File: src/rtl/coproc_pkg.sv
// Shared opcodes, widths and issuer state encoding
// for the image coprocessor command path.
package coproc_pkg;

  localparam int ADDR_W = 17;
  localparam int PIX_W  = 8;

  localparam logic [2:0] NOP         = 3'd0;
  localparam logic [2:0] LOAD        = 3'd1;
  localparam logic [2:0] STORE       = 3'd2;
  localparam logic [2:0] ZOOM_IN_VP  = 3'd3;
  localparam logic [2:0] ZOOM_IN_RP  = 3'd4;
  localparam logic [2:0] ZOOM_OUT_MP = 3'd5;
  localparam logic [2:0] ZOOM_OUT_VD = 3'd6;
  localparam logic [2:0] RESET_INST  = 3'd7;

  typedef enum logic [2:0] {
    ST_IDLE,
    ST_SETUP,
    ST_STROBE,
    ST_WAIT_BUSY,
    ST_WAIT_DONE,
    ST_SETTLE,
    ST_RESPOND
  } issuer_state_t;

  // NOP and RESET never pull FLAG_DONE low
  function automatic logic has_busy_phase(
    input logic [2:0] op
  );
    return !(op == NOP || op == RESET_INST);
  endfunction

endpackage

File: src/rtl/sync_bit.sv
// Multi-flop synchronizer for one coprocessor
// status bit, with a selectable reset value.
module sync_bit #(
  parameter int   STAGES  = 2,
  parameter logic RST_VAL = 1'b0
) (
  input  logic clock,
  input  logic reset,
  input  logic d,
  output logic q
);

  logic [STAGES-1:0] sr;

  // shift the raw bit through the flop chain
  always_ff @(posedge clock or posedge reset) begin
    if (reset) begin
      sr <= {STAGES{RST_VAL}};
    end else begin
      sr[0] <= d;
      for (int i = 1; i < STAGES; i++) begin
        sr[i] <= sr[i-1];
      end
    end
  end

  assign q = sr[STAGES-1];

endmodule

File: src/rtl/coproc_cmd_issuer.sv
// Host-side command issuer: strobes the coprocessor
// bus and tracks the FLAG_DONE busy/done handshake.
module coproc_cmd_issuer
  import coproc_pkg::*;
#(
  parameter int SETUP_CYCLES  = 2,
  parameter int STROBE_CYCLES = 4,
  parameter int SYNC_STAGES   = 2,
  parameter int BUSY_TIMEOUT  = 64,
  parameter int DONE_TIMEOUT  = 1048575,
  parameter int SETTLE_CYCLES = 8
) (
  input  logic              clock,
  input  logic              reset,
  input  logic              req_valid,
  output logic              req_ready,
  input  logic [2:0]        req_opcode,
  input  logic [ADDR_W-1:0] req_addr,
  input  logic [PIX_W-1:0]  req_data,
  output logic              rsp_valid,
  output logic [PIX_W-1:0]  rsp_data,
  output logic              rsp_error,
  output logic              rsp_zoom_max,
  output logic              rsp_zoom_min,
  output logic              rsp_timeout,
  output logic              busy,
  output logic [2:0]        INSTRUCTION,
  output logic [ADDR_W-1:0] MEM_ADDR,
  output logic [PIX_W-1:0]  DATA_IN,
  output logic              ENABLE,
  input  logic              FLAG_DONE,
  input  logic              FLAG_ERROR,
  input  logic              FLAG_ZOOM_MAX,
  input  logic              FLAG_ZOOM_MIN,
  input  logic [PIX_W-1:0]  DATA_OUT
);

  localparam int M0 =
    (SETUP_CYCLES > STROBE_CYCLES) ?
    SETUP_CYCLES : STROBE_CYCLES;
  localparam int M1 =
    (M0 > SETTLE_CYCLES) ? M0 : SETTLE_CYCLES;
  localparam int M2 =
    (M1 > BUSY_TIMEOUT) ? M1 : BUSY_TIMEOUT;
  localparam int M3 =
    (M2 > DONE_TIMEOUT) ? M2 : DONE_TIMEOUT;
  localparam int CNT_W = $clog2(M3 + 1);

  localparam logic [CNT_W-1:0] SETUP_LAST =
    CNT_W'(SETUP_CYCLES - 1);
  localparam logic [CNT_W-1:0] STROBE_LAST =
    CNT_W'(STROBE_CYCLES - 1);
  localparam logic [CNT_W-1:0] SETTLE_LAST =
    CNT_W'(SETTLE_CYCLES - 1);
  localparam logic [CNT_W-1:0] BUSY_LAST =
    CNT_W'(BUSY_TIMEOUT - 1);
  localparam logic [CNT_W-1:0] DONE_LAST =
    CNT_W'(DONE_TIMEOUT - 1);

  issuer_state_t    state;
  logic [CNT_W-1:0] cnt;
  logic [CNT_W-1:0] cnt_inc;
  logic             go_rsp;
  logic             go_to;
  logic             done_s;
  logic             err_s;
  logic             zmax_s;
  logic             zmin_s;

  // done resets high so the bus reads idle
  sync_bit #(
    .STAGES (SYNC_STAGES),
    .RST_VAL(1'b1)
  ) u_sync_done (
    .clock(clock),
    .reset(reset),
    .d    (FLAG_DONE),
    .q    (done_s)
  );

  sync_bit #(
    .STAGES (SYNC_STAGES),
    .RST_VAL(1'b0)
  ) u_sync_err (
    .clock(clock),
    .reset(reset),
    .d    (FLAG_ERROR),
    .q    (err_s)
  );

  sync_bit #(
    .STAGES (SYNC_STAGES),
    .RST_VAL(1'b0)
  ) u_sync_zmax (
    .clock(clock),
    .reset(reset),
    .d    (FLAG_ZOOM_MAX),
    .q    (zmax_s)
  );

  sync_bit #(
    .STAGES (SYNC_STAGES),
    .RST_VAL(1'b0)
  ) u_sync_zmin (
    .clock(clock),
    .reset(reset),
    .d    (FLAG_ZOOM_MIN),
    .q    (zmin_s)
  );

  assign req_ready = (state == ST_IDLE) && done_s;
  assign busy      = (state != ST_IDLE);

  // exit conditions of the waiting states
  always_comb begin
    cnt_inc = (cnt == '1) ? cnt : cnt + 1'b1;
    go_rsp  = 1'b0;
    go_to   = 1'b0;
    unique case (state)
      ST_WAIT_BUSY: begin
        if (done_s && cnt == BUSY_LAST) begin
          go_rsp = 1'b1;
          go_to  = 1'b1;
        end
      end
      ST_WAIT_DONE: begin
        if (done_s) begin
          go_rsp = 1'b1;
        end else if (cnt == DONE_LAST) begin
          go_rsp = 1'b1;
          go_to  = 1'b1;
        end
      end
      ST_SETTLE: go_rsp = (cnt == SETTLE_LAST);
      default: ;
    endcase
  end

  // command sequencer with registered bus outputs
  always_ff @(posedge clock or posedge reset) begin
    if (reset) begin
      state        <= ST_IDLE;
      cnt          <= '0;
      ENABLE       <= 1'b1;
      INSTRUCTION  <= '0;
      MEM_ADDR     <= '0;
      DATA_IN      <= '0;
      rsp_valid    <= 1'b0;
      rsp_data     <= '0;
      rsp_error    <= 1'b0;
      rsp_zoom_max <= 1'b0;
      rsp_zoom_min <= 1'b0;
      rsp_timeout  <= 1'b0;
    end else begin
      rsp_valid <= 1'b0;
      if (go_rsp) begin
        state        <= ST_RESPOND;
        cnt          <= '0;
        rsp_valid    <= 1'b1;
        rsp_data     <= (INSTRUCTION == LOAD) ?
                        DATA_OUT : '0;
        rsp_error    <= err_s;
        rsp_zoom_max <= zmax_s;
        rsp_zoom_min <= zmin_s;
        rsp_timeout  <= go_to;
      end else begin
        unique case (state)
          ST_IDLE: begin
            if (req_valid && req_ready) begin
              INSTRUCTION <= req_opcode;
              MEM_ADDR    <= req_addr;
              DATA_IN     <= req_data;
              cnt         <= '0;
              state       <= ST_SETUP;
            end
          end
          ST_SETUP: begin
            if (cnt == SETUP_LAST) begin
              cnt    <= '0;
              ENABLE <= 1'b0;
              state  <= ST_STROBE;
            end else begin
              cnt <= cnt_inc;
            end
          end
          ST_STROBE: begin
            if (cnt == STROBE_LAST) begin
              cnt    <= '0;
              ENABLE <= 1'b1;
              state  <= has_busy_phase(INSTRUCTION) ?
                        ST_WAIT_BUSY : ST_SETTLE;
            end else begin
              cnt <= cnt_inc;
            end
          end
          ST_WAIT_BUSY: begin
            if (!done_s) begin
              cnt   <= '0;
              state <= ST_WAIT_DONE;
            end else begin
              cnt <= cnt_inc;
            end
          end
          ST_WAIT_DONE: cnt <= cnt_inc;
          ST_SETTLE:    cnt <= cnt_inc;
          ST_RESPOND:   state <= ST_IDLE;
          default:      state <= ST_IDLE;
        endcase
      end
    end
  end

endmodule

File: config.mk
export PLATFORM = sky130hd
export DESIGN_NAME = coproc_cmd_issuer
export DESIGN_NICKNAME = d
export VERILOG_FILES = /design/src/rtl/coproc_pkg.sv /design/src/rtl/sync_bit.sv /design/src/rtl/coproc_cmd_issuer.sv
export SDC_FILE = /design/constraint.sdc
export NUM_CORES = 1
export LEC_CHECK = 0
export CAP_MARGIN = 20
export CORE_ASPECT_RATIO = 0.6
export CORE_MARGIN = 1
export CORE_UTILIZATION = 49
export DETAILED_ROUTE_END_ITERATION = 10
export GPL_TIMING_DRIVEN = 0
export PLACE_DENSITY = 0.82
export SYNTH_ARGS = -nofsm -noshare
export SYNTH_HDL_FRONTEND = slang
export SYNTH_HIERARCHICAL = 1
export SYNTH_SLANG_ARGS = --single-unit
File: constraint.sdc
create_clock -name clock -period 2.9 [get_ports clock]
set_input_delay 0.58 -clock clock [delete_from_list [all_inputs] [get_ports clock]]
set_output_delay 0.58 -clock clock [all_outputs]
set_load 0.005 [all_outputs]
[After elaboration in Yosys (flattened, before gate mapping)]
Index checks and enable logic that the tools add are counted.
Word-level totals
  bits in registers: 73
  input bits: 43
  output and inout port bits: 44
  word-level logic and storage cells: 77
Cells by class
  add/subtract/negate cells: 1
  equality and inequality tests: 20
  mux-type cells: 25
  bitwise logic cells: 1
  reductions and logical operators: 14
Operators with widths (count)
  20-bit 2-to-1 mux: 6
  20-bit one-hot mux with 5 select lines: 1
  20-bit equality test, second input constant: 2
  20-bit by 1-bit adder with 20-bit output, second input constant: 1
  20-bit by 1-bit equality test with 1-bit output, second input constant: 1
  20-bit by 2-bit equality test with 1-bit output, second input constant: 1
  20-bit by 3-bit equality test with 1-bit output, second input constant: 1
  20-bit by 6-bit equality test with 1-bit output, second input constant: 1
  3-bit 2-to-1 mux: 6
  3-bit one-hot mux with 5 select lines: 1
  3-bit equality test, second input constant: 3
  3-bit inequality test, second input constant: 3
  8-bit 2-to-1 mux: 1
  1-bit 2-to-1 mux: 7
  3-bit by 1-bit equality test with 1-bit output, second input constant: 2
  3-bit by 2-bit equality test with 1-bit output, second input constant: 2
  3-bit zero test: 2
  6-bit nonzero test: 1
  5-bit AND reduction: 1
  2-bit inequality test, second input constant: 2
  1-bit one-hot mux with 2 select lines: 2
  4-bit AND reduction: 1
  1-bit logical AND: 3
  3-bit by 2-bit inequality test with 1-bit output, second input constant: 1
  9 further kinds: 9

[Longest topological paths before layout]
Gate-level depths: netlist (run 1).
  word-level depth: 6
  gate-level depth with buffers: 9
  gate-level depth less buffers: 8

[By module]
Netlist (run 1), hierarchy kept.
By module, submodules not included
  coproc_cmd_issuer: times used 1, cells an instance 305, area an instance 3201.8 um2, seq. area each 1627.8 um2
  sync_bit (u_sync_err ...): times used 3, cells an instance 3, area an instance 53.8 um2, seq. area each 50.0 um2
  sync_bit (u_sync_done): times used 1, cells an instance 3, area an instance 56.3 um2, seq. area each 52.6 um2

[Worst setup path before layout (run 1)]
Ideal clock, no wire load.
  kind: register -> register
  start: register cnt[3]
  end: register state[0]
  setup time: 128 ps
  data arrival time: 2181 ps
  required time: 2772 ps
  slack: 591 ps
  cell stages (with the launch flop): 9
  path buffers: 1
  clock period less this slack: 2309 ps
  cell sequence: dfrtp_1 nand2_2 or3_1 buf_6 or4_4 o211ai_4 nor2_2 nor2_2 mux2_1
On the way
  word-level cells in the longest chain between the ends: 6
  elaborated cells between the ends (all ways): 17
  those cells by class: eq/ne: 10; mux: 5; reduce/logical: 2
RTL lines
  start, declared: RTL line coproc_cmd_issuer.sv:61  | logic [CNT_W-1:0] cnt;
  start signal, assigned: RTL line coproc_cmd_issuer.sv:183  | cnt <= cnt_inc;
  start signal, assigned: RTL line coproc_cmd_issuer.sv:193  | cnt <= cnt_inc;
  start signal, assigned: RTL line coproc_cmd_issuer.sv:201  | cnt <= cnt_inc;
  20-bit equality test or 20-bit by 6-bit equality test with 1-bit output (tied branches): RTL line coproc_cmd_issuer.sv:129, coproc_cmd_issuer.sv:121
  1-bit 2-to-1 mux or 1-bit logical AND (tied branches): RTL line coproc_cmd_issuer.sv:129, coproc_cmd_issuer.sv:121
  1-bit 2-to-1 mux (on tied branches): RTL line coproc_cmd_issuer.sv:127, coproc_cmd_issuer.sv:121
  1-bit one-hot mux with 3 select lines: RTL line coproc_cmd_issuer.sv:119  | unique case (state)
  3-bit inequality test (no line), or another cell as far along
  5-bit AND reduction (no line)
  end signal, assigned: RTL line coproc_cmd_issuer.sv:190  | state <= has_busy_phase(INSTRUCTION) ?
  end, declared: RTL line coproc_cmd_issuer.sv:60  | issuer_state_t state;
Parallel ways exist; a longest one is shown, timed or not.
A chain may end at the register's enable or synchronous reset.

[Worst setup path in the final report (run 1)]
  start: register cnt[17]
  end: register cnt[16]
On the way
  word-level cells in the longest chain between the ends: 6
  elaborated cells between the ends (all ways): 20
  those cells by class: eq/ne: 7; mux: 10; reduce/logical: 3
RTL lines (RTL line)
  20-bit equality test or 20-bit by 6-bit equality test with 1-bit output (tied branches): coproc_cmd_issuer.sv:129, coproc_cmd_issuer.sv:121
  1-bit 2-to-1 mux or 1-bit logical AND (tied branches): coproc_cmd_issuer.sv:129, coproc_cmd_issuer.sv:121
  1-bit 2-to-1 mux (on tied branches): coproc_cmd_issuer.sv:127, coproc_cmd_issuer.sv:121
  1-bit one-hot mux with 3 select lines: coproc_cmd_issuer.sv:119
  6-bit nonzero test (no line) or 3-bit by 2-bit inequality test with 1-bit output (tied branches)
  2-bit AND reduction (no line)
Parallel ways exist; a longest one is shown, timed or not.

==> results.md, run 1 <==
- Crit Path Max Fanout: 10
- DRC viols: 0
- Yosys warning count: 6
- Top-count cell post-synth: dfrtp_1
- CTS sink cnt: 73
- Diode count: 0
- P&R area growth vs syn: 38.9%
- Fraction of registers with async set/reset: 100%
- Slew Limit Headroom: 39.4%
- Final GP Congestion: 0.905
- Starting Density: 51.0%
- Slew Limit Fails: 0
- Hold Path End: u_sync_err/sr[1]
- Syn Area/Cell: 10.8 um2
- RR Startpoint: cnt[17]
- Register share of total power: 33.3%
- Final Util: 70.9%
- Post-Syn Instances: 317
- Mapped cell area: 3420 um2
- Clock tree buffer depth: 2
- Layout Cells excl Fill: 508
- Vias in the first global route: 2935
- Combinational power share: 41.6%
- Die W: 110 um
- Leak: 1.95 nW
- Slew @ Worst Pin: 0.907 ns
- GRT overflow: 0
- Core box area: 6710 um2
- Vias after detailed routing: 3047
- First-pass GRT wire length: 14700 um
- Fin. Hold Viols: 0
- Min cycle time layout: 2.81 ns
- Die area: 7330 um2
- Synth cell types: 51
- Register bit total from synthesis: 73
- Layout cells sized above 1: 15.2%
- IO Pins: 87
- Clock skew: 0.00581 ns
- End of the worst register-to-register path: cnt[16]
- Worst Hold Path Cells: 0
- Htree depth: 3
- Min-delay worst type: flop to flop
- Clock-pin slew on the worst setup and hold paths: 0.05 ns
- Dpl ws: 0.0867 ns
- Critical path origin: cnt[17]
- Post-synth top area share: 51.2%
- Post-Syn Nets: 363
- Crit path DAT: 2.98 ns
- Area leader, netlist: dfrtp_1
- Final worst setup slack: 0.0856 ns
- Final setup viols: 0
- Antenna-violating nets left: 0
- PwrDens: 1010 nW/um2
- Critical Path End Type: flop
- Status: complete, no violations
- EDFF count, synth: 0
- Critical path type: flop to flop
- Port Buf Inserts: 86
- Reg2reg path depth: 9
- Largest net degree at the start of global routing: 45
- Number of buffers created by CTS: 9
- Prevailing post-synth register cell: dfrtp_1
- R2R setup slack: 0.09 ns
- Post-DP Area: 4410 um2
- Post-detail-place hpwl: 6630 um
- Fmax: 355 MHz
- Worst endpoint required time: 3.06 ns
- Design Area, Final: 4750 um2
- Vias per cell: 6.00
- CTS tree: done
- DP Cell Count: 491
- NumNets Final: 462
- Die height: 66.7 um
- Detailed router's first-iteration violation count: 324
- WL/cell: 18.7 um
- Hold Startpoint: u_sync_err/sr[0]
- FILL cells: 483
- Period Utilization, post-route: 97.0%
- Clock Latency Late Sink: 0.33 ns
- Root Driver: clkbuf_16
- Int Pwr: 3.22 mW
- Switching pwr: 1.60 mW
- Max VDD drop: 0.579 mV
- FP Rows: 23
- MaxCap Viol Count: 0
- Synth area leaders: dfrtp_1, mux2_2, nand2_1
- Synth cell count leaders: dfrtp_1, mux2_2, nand2_1
- Critical Path Start Type: flop
- DRT Wirelength: 9510 um
- Clock power frac: 25.2%
- Post-synthesis sequential area ratio: 53.5%
- Gr usage total: 27.2%
- Initial antenna violation count: 0
- Initial DRT Pass Iterations: 5
- Fraction of power spent switching nets: 33.3%
[what timing repair did]
| action | 4_1_cts | 5_1_grt |
|---|---|---|
| endpoints found under the setup margin | 0 | 7 |
| gates resized for setup | 0 | 1 |
| buffers inserted | 0 | 1 |
| hold buffers | 0 | 0 |
| hold endpoints to repair | 0 | 0 |
[cell usage in the layout (no fill, tap or decap), types with 9 or more instances in the layout]
cell type,n
a21oi_1,16
a31oi_1,9
clkbuf_1,9
clkbuf_16,9
clkdlybuf4s50_1,86
dfrtp_1,70
inv_1,20
mux2_2,31
mux2i_1,9
nand2_1,28
nand3_1,13
nor2_1,16
o21ai_0,14
[layer usage]
metal  track usage, %  vias up  part of all wire (%)
met5                0        -                     0
met4             10.8        0                   2.1
met3             8.12       37                    10
met2             41.2      191                    46
met1             36.6     1480                    42
li1                 -     1339                     -
[stage by stage]
stage	setup TNS, ns	total power [mW]	hold WS [ns]
after floorplan	0	2.55	0.321
after global placement	-34.58	3.43	0.332
after detailed placement	0	3.52	0.335
after CTS	0	4.78	0.347
after global routing	-0.00448	5.06	0.355
final	0	4.82	0.345
[flip-flops by register name, indices dropped and copies added (netlist names), 2 cells and up]
signal and count:
cnt 20, MEM_ADDR 17, DATA_IN 8, rsp_data 8
INSTRUCTION 3, state 3, u_sync_done/sr 2, u_sync_err/sr 2
u_sync_zmax/sr 2, u_sync_zmin/sr 2
[worst max path at each step]
stage | to | slack (ns) | cells past startpoint
global route | cnt[16] | -0.004 | 9
finish | cnt[16] | 0.09 | 9
CTS | cnt[16] | 0.14 | 9
global placement | cnt[3] | -0.54 | 2
floorplan | state[0] | 0.59 | 8
detailed placement | MEM_ADDR[6] | 0.09 | 5
[cells by family (layout without fill, tap and decap cells)]
logic type                 count (synthesis)  after routing  share of synthesized area (%)
and+or+nand+nor                          104            104                           15.8
DFF                                       73             73                           53.5
AOI/OAI and AO/OA                         61             61                           11.8
muxes                                     41             41                           13.2
buffers and inverters                     34            138                           4.35
adders and majority gates                  3              3                           1.10
xor gates and xnor gates                   1              1                          0.256
[layout make-up]
class                   count  area, um2  share of cell area [%]
well taps                  87        109                    2.29
multi-input cells         210       1440                    30.4
plain buffers              13       70.1                    1.47
repair buffers             88        888                    18.7
clock buffers              12        256                    5.40
clock inverters             4       75.1                    1.58
flip-flops and latches     73       1830                    38.5
inverters                  21       78.8                    1.66
[power by group through the flow]
| stage | sequential, mW | combinational [mW] | clock (mW) |
|---|---|---|---|
| CTS | 1.60 | 1.95 | 1.23 |
| floorplan | 1.59 | 0.961 | 0 |
| global placement | 1.58 | 1.86 | 0 |
| detailed placement | 1.61 | 1.92 | 0 |
| global route | 1.65 | 2.14 | 1.27 |
| finish | 1.60 | 2.00 | 1.21 |
[worst max-delay path: stages, from the launching register on]
cell      delay, ns
dfrtp_1        0.36
buf_2          0.17
nor4_1         0.38
nand4_1        0.26
nor4_1         0.35
o32a_1         0.39
nor2_2         0.16
clkbuf_1       0.27
o21ai_0        0.17
a21oi_1        0.13
Note: power is estimated with default switching activity, not from simulation.
==> inputs of run 2 (changes only) <==
--- a/config.mk
+++ b/config.mk
@@ -9,6 +9,7 @@
 export CORE_ASPECT_RATIO = 0.6
 export CORE_MARGIN = 1
 export CORE_UTILIZATION = 49
+export CTS_CLUSTER_SIZE = 16
 export DETAILED_ROUTE_END_ITERATION = 10
 export GPL_TIMING_DRIVEN = 0
 export PLACE_DENSITY = 0.82
==> results of run 2 <==
Same layout as run 1: the final DEF is identical, and so are final timing and power.
